<file path="src/rtl/hazard_pkg.sv">
// Shared types and widths for the pipeline hazard/control unit.
package hazard_pkg;
   localparam int unsigned PC_W     = 8;
   localparam int unsigned REG_W    = 5;
   localparam int unsigned INST_W   = 32;
   localparam int unsigned MC_CNT_W = 4;

   localparam logic [INST_W-1:0] NOP_INST = 32'h00000013;

   typedef enum logic {
      RUN     = 1'b0,
      MC_WAIT = 1'b1
   } state_e;
endpackage

</file>
<file path="src/rtl/hazard_sat_counter.sv">
// Increment-enable counter that sticks at all-ones instead of wrapping.
module sat_counter
   import hazard_pkg::*;
#(
   parameter int unsigned CNT_W = 16
) (
   input  logic             clk,
   input  logic             rst,
   input  logic             inc_i,
   output logic [CNT_W-1:0] count_o
);

   logic [CNT_W-1:0] count_q, count_d;

   always_comb begin
      count_d = count_q;
      if (inc_i && (count_q != {CNT_W{1'b1}})) begin
         count_d = count_q + CNT_W'(1);
      end
   end

   always_ff @(posedge clk or posedge rst) begin
      if (rst) count_q <= '0;
      else     count_q <= count_d;
   end

   assign count_o = count_q;

endmodule

</file>
<file path="src/rtl/hazard_ctrl.sv">
// Stall/flush control for the 5-stage core: load-use, redirects and
// fixed-latency multi-cycle EX ops, plus saturating perf counters.
module hazard_ctrl
   import hazard_pkg::*;
#(
   parameter int unsigned MC_LATENCY = 4,
   parameter int unsigned CNT_W      = 16
) (
   input  logic             clk,
   input  logic             rst,
   input  logic [REG_W-1:0] id_rs1,
   input  logic [REG_W-1:0] id_rs2,
   input  logic             id_uses_rs1,
   input  logic             id_uses_rs2,
   input  logic [REG_W-1:0] ex_rd,
   input  logic             ex_mem_read,
   input  logic             ex_branch_taken,
   input  logic             ex_jump,
   input  logic             mc_start,
   output logic             pc_write,
   output logic             pc_sel,
   output logic             if_id_stall,
   output logic             if_id_flush,
   output logic             id_ex_flush,
   output logic             ex_stall,
   output logic [CNT_W-1:0] stall_cycles,
   output logic [CNT_W-1:0] flush_events
);

   state_e              state_q, state_d;
   logic [MC_CNT_W-1:0] mc_cnt_q, mc_cnt_d;
   logic                redirect, load_use, flush_inc;

   assign redirect = ex_branch_taken | ex_jump;
   assign load_use = ex_mem_read && (ex_rd != '0) &&
                     ((id_uses_rs1 && (id_rs1 == ex_rd)) ||
                      (id_uses_rs2 && (id_rs2 == ex_rd)));

   // Controls act at the same edge as the registers they drive, so they are combinational.
   always_comb begin
      pc_write    = 1'b1;
      pc_sel      = 1'b0;
      if_id_stall = 1'b0;
      if_id_flush = 1'b0;
      id_ex_flush = 1'b0;
      ex_stall    = 1'b0;
      flush_inc   = 1'b0;
      state_d     = state_q;
      mc_cnt_d    = mc_cnt_q;

      if (rst) begin
         pc_write    = 1'b0;
         if_id_flush = 1'b1;
         id_ex_flush = 1'b1;
      end else begin
         case (state_q)
            RUN: begin
               if (redirect) begin
                  pc_sel      = 1'b1;
                  if_id_flush = 1'b1;
                  id_ex_flush = 1'b1;
                  flush_inc   = 1'b1;
               end else if (mc_start) begin
                  pc_write    = 1'b0;
                  if_id_stall = 1'b1;
                  ex_stall    = 1'b1;
                  state_d     = MC_WAIT;
                  mc_cnt_d    = MC_CNT_W'(MC_LATENCY - 2);
               end else if (load_use) begin
                  pc_write    = 1'b0;
                  if_id_stall = 1'b1;
                  id_ex_flush = 1'b1;
               end
            end
            MC_WAIT: begin
               pc_write    = 1'b0;
               if_id_stall = 1'b1;
               ex_stall    = 1'b1;
               if (mc_cnt_q != '0) mc_cnt_d = mc_cnt_q - MC_CNT_W'(1);
               else                state_d  = RUN;
            end
            default: state_d = RUN;
         endcase
      end
   end

   always_ff @(posedge clk or posedge rst) begin
      if (rst) begin
         state_q  <= RUN;
         mc_cnt_q <= '0;
      end else begin
         state_q  <= state_d;
         mc_cnt_q <= mc_cnt_d;
      end
   end

   sat_counter #(.CNT_W(CNT_W)) u_stall_cnt (
      .clk     (clk),
      .rst     (rst),
      .inc_i   (if_id_stall),
      .count_o (stall_cycles)
   );

   sat_counter #(.CNT_W(CNT_W)) u_flush_cnt (
      .clk     (clk),
      .rst     (rst),
      .inc_i   (flush_inc),
      .count_o (flush_events)
   );

endmodule

</file>
<file path="config.mk">
export PLATFORM = sky130hd
export DESIGN_NAME = hazard_ctrl
export DESIGN_NICKNAME = d
export VERILOG_FILES = /design/src/rtl/hazard_pkg.sv /design/src/rtl/hazard_sat_counter.sv /design/src/rtl/hazard_ctrl.sv
export SDC_FILE = /design/constraint.sdc
export NUM_CORES = 1
export LEC_CHECK = 0
export ABC_AREA = 1
export CAP_MARGIN = 30
export CORE_MARGIN = 1
export CORE_UTILIZATION = 30
export CTS_BUF_LIST = sky130_fd_sc_hd__clkbuf_4 sky130_fd_sc_hd__clkbuf_8
export CTS_CLUSTER_DIAMETER = 200
export DETAILED_ROUTE_END_ITERATION = 16
export GPL_TIMING_DRIVEN = 0
export MAX_ROUTING_LAYER = met4
export PLACE_DENSITY = 0.61
export SETUP_SLACK_MARGIN = 0.2
export SYNTH_ARGS = -nofsm -noshare
export SYNTH_HDL_FRONTEND = slang
export SYNTH_SLANG_ARGS = --single-unit
</file>
<file path="constraint.sdc">
create_clock -name clk -period 2.2 [get_ports clk]
set_input_delay 0.44 -clock clk [delete_from_list [all_inputs] [get_ports clk]]
set_output_delay 0.44 -clock clk [all_outputs]
set_load 0.02 [all_outputs]
</file>
==> results.sh <==
export IMPL_status="finished clean"
export IMPL_finalHoldWorstSlack_ps=299
export IMPL_cp_start_kind="input port"
export IMPL_fin_nets=429
export IMPL_synth_commonest_cells="nand2_1 (109), inv_1 (40), dfrtp_1 (37)"
export IMPL_cts_tree="yes"
export IMPL_hp_class="input port to asynchronous set/reset pin"
export IMPL_worstPathArrival_ps=1510
export IMPL_grt_max_degree=20
export IMPL_ios=61
export IMPL_avgSynthCellArea_um2=7.31
export IMPL_cp_cell_sequence="clkdlybuf4s50_1 > nor2_2 > nand2_4 > buf_6 > a21oi_4 > buf_6"
export IMPL_numCtsBuffers=5
export IMPL_ys_flop_type="dfrtp_1"
export IMPL_cts_max_path_buffers=2
export IMPL_dp_cells=488
export IMPL_setup_violations=0
export IMPL_leakage_nw=1.58
export IMPL_synthesis_nets=353
export IMPL_die_area_um2=8310
export IMPL_async_flop_share_pct=100
export IMPL_worstPathMaxFanout=3
export IMPL_vias_per_cell=4.62
export IMPL_critPathSlowestCell="clkdlybuf4s50_1"
export IMPL_seq_area_um2=928
export IMPL_drtIter0Drc=84
export IMPL_fp_dieH_um=91.1
export IMPL_core_area_um2=7690
export IMPL_io_buffer_count=60
export IMPL_grt_total_usage_pct=16.5
export IMPL_row_count=32
export IMPL_tns_ps=0
export IMPL_hold_viol_final=0
export IMPL_clock_sink_count=37
export IMPL_wl_per_cell_um=12.2
export IMPL_cap_violations=0
export IMPL_multiInputGateArea_um2=1310
export IMPL_layout_drive_gt1_share_pct=16.6
export IMPL_area_growth_pct=37.8
export IMPL_fin_crit_sh_pct=88.4
export IMPL_fin_ws_ps=254
export IMPL_wl_mm=6.16
export IMPL_synth_most_common_cell="nand2_1"
export IMPL_cp_num_buf_inv=3
export IMPL_yosysUniqueCellTypes=25
export IMPL_pre_cts_ws_ps=-1210
export IMPL_r2r_slack_ps=300
export IMPL_total_power_mw=2.53
export IMPL_dpl_hpwl_mm=4.36
export IMPL_dieWidth_um=91.1
export IMPL_cpLargestDelayFamily="buffers and inverters"
export IMPL_synth_area_um2=2380
export IMPL_path_common_cell="buf_6"
export IMPL_synth_top_area_cell="dfrtp_1"
export IMPL_critPathRequiredTime_ps=1760
export IMPL_synth_area_leaders="dfrtp_1 (39%), nand2_1 (17%), xor2_1 (7.0%)"
export IMPL_grt_pass1_wl_mm=10.7
export IMPL_cts_htree_levels=2
export IMPL_vdd_drop_max_uv=393
export IMPL_reg2regPathDepth=9
export IMPL_routed_via_count=2332
export IMPL_synth_top_area_share_pct=38.8
export IMPL_worstSkewPairLatency_ps=300
export IMPL_antenna_found_initial=0
export IMPL_syn_inst=326
export IMPL_crit_type="input port to output pin"
export IMPL_crit_path_max_incr_delay_ps=410
export IMPL_fmax_ghz=0.514
export IMPL_root_buffer="clkbuf_8"
export IMPL_power_density_nw_per_um2=769
export IMPL_synth_seq_cells=37
export IMPL_slew_violations=0
export IMPL_ys_seq_area_share_pct=38.8
export IMPL_fill_cells=791
export IMPL_stdcell_count=505
export IMPL_fin_crit_ps=1950
export IMPL_max_slew_margin_pct=39.6
export IMPL_insertedDiodeCount=0
export IMPL_route_detailed_drc=0
export IMPL_reg2reg_from="u_stall_cnt.count_o[0]$_DFFE_PP0P_"
export IMPL_end_kind="output pin"
export IMPL_rsz0062_at_grt="false"
export IMPL_r2r_end="u_stall_cnt.count_o[5]$_DFFE_PP0P_"
export IMPL_detail_route_antenna_nets=0
export IMPL_synth_warnings=0
export IMPL_start_util_pct=31.0
export IMPL_synth_edf_count=0
export IMPL_tightestPinTransition_ps=901
export IMPL_dr_pass1_iters=4
export IMPL_cts_clk_slew_worst_paths_ps=80
export IMPL_skew_ps=9.06
export IMPL_grt_overflow=0
export IMPL_grt_pass1_vias=2273
export IMPL_place_congestion=0.835
## worst max path at each step
stage,cells after the start,from,endpoint
2_1_floorplan,2,rst,id_ex_flush
3_3_place_gp,4,rst,id_ex_flush
3_5_place_dp,4,rst,id_ex_flush
4_1_cts,12,id_rs2[3],pc_write
5_1_grt,9,id_rs1[3],if_id_stall
6_report,6,mc_start,pc_write
## cells in the final DEF (no fill, tap or decap), types with 3 or more instances in the layout
cell,instances
buf_6,3
inv_1,33
nand2_1,105
inv_2,6
nand3_1,16
xor2_1,19
buf_4,9
clkbuf_2,6
clkbuf_8,5
nand4_1,21
nor3_1,7
clkdlybuf4s50_1,34
nand2_2,4
nor2_2,6
clkdlybuf4s15_1,4
dlygate4sd2_1,6
dfrtp_1,35
nor2_1,27
ha_1,4
xnor2_1,10
o21ai_0,7
buf_2,9
## timing repair
item | 4_1_cts | 5_1_grt
setup buffers | 6 | 1
resized for setup | 86 | 14
gates cloned | 2 | 0
hold endpoints to repair | 0 | 0
pin swaps | 20 | 17
hold buffers | 0 | 0
endpoints found under the setup margin | 20 | 16
## per-layer routing
| layer | up-vias | wire length (µm) | global-route usage, % |
|---|---|---|---|
| met5 | - | 0 | - |
| met4 | 0 | 148 | 7.28 |
| met3 | 17 | 209 | 2.60 |
| met2 | 49 | 2930 | 25.7 |
| met1 | 1079 | 2870 | 21.2 |
| li1 | 1187 | - | - |
## stage by stage
stage | util (%) | area, µm²
floorplan | - | 2390
global placement | 40.6 | 3120
detailed placement | 40.6 | 3120
CTS | 42.9 | 3300
global route | 42.7 | 3290
finish | 42.7 | 3290
## state kept, by name (all words and copies together), names as in the netlist
register             count
u_flush_cnt.count_o     16
u_stall_cnt.count_o     16
mc_cnt_q                 4
state_q                  1
## cells by family (layout without fill, tap and decap cells)
kind of cell | after synthesis | after routing | synth area share, %
and+or+nand+nor | 196 | 196 | 37.6
buffers and inverters | 47 | 124 | 7.87
DFF | 37 | 37 | 38.8
xor gates and xnor gates | 29 | 29 | 10.7
AOI/OAI and AO/OA | 13 | 13 | 2.94
adders and majority gates | 4 | 4 | 2.10
## where the power goes
part / internal [mW] / leakage, nW / total [mW] / switching, mW
sequential: 0.803 / 0.492 / 0.957 / 0.154
combinational: 0.374 / 1.02 / 0.853 / 0.479
clock: 0.451 / 0.0681 / 0.716 / 0.265
## final cells by class
cell class,count,share of cell area [%]
clock inverters,3,1.98
well taps,102,3.88
multi-input cells,242,39.9
repair buffers,67,17.6
inverters,42,4.91
plain buffers,5,1.10
clock buffers,5,2.09
repair inverters,2,0.305
flip-flops and latches,37,28.3
Note: power is estimated with default switching activity, not from simulation.
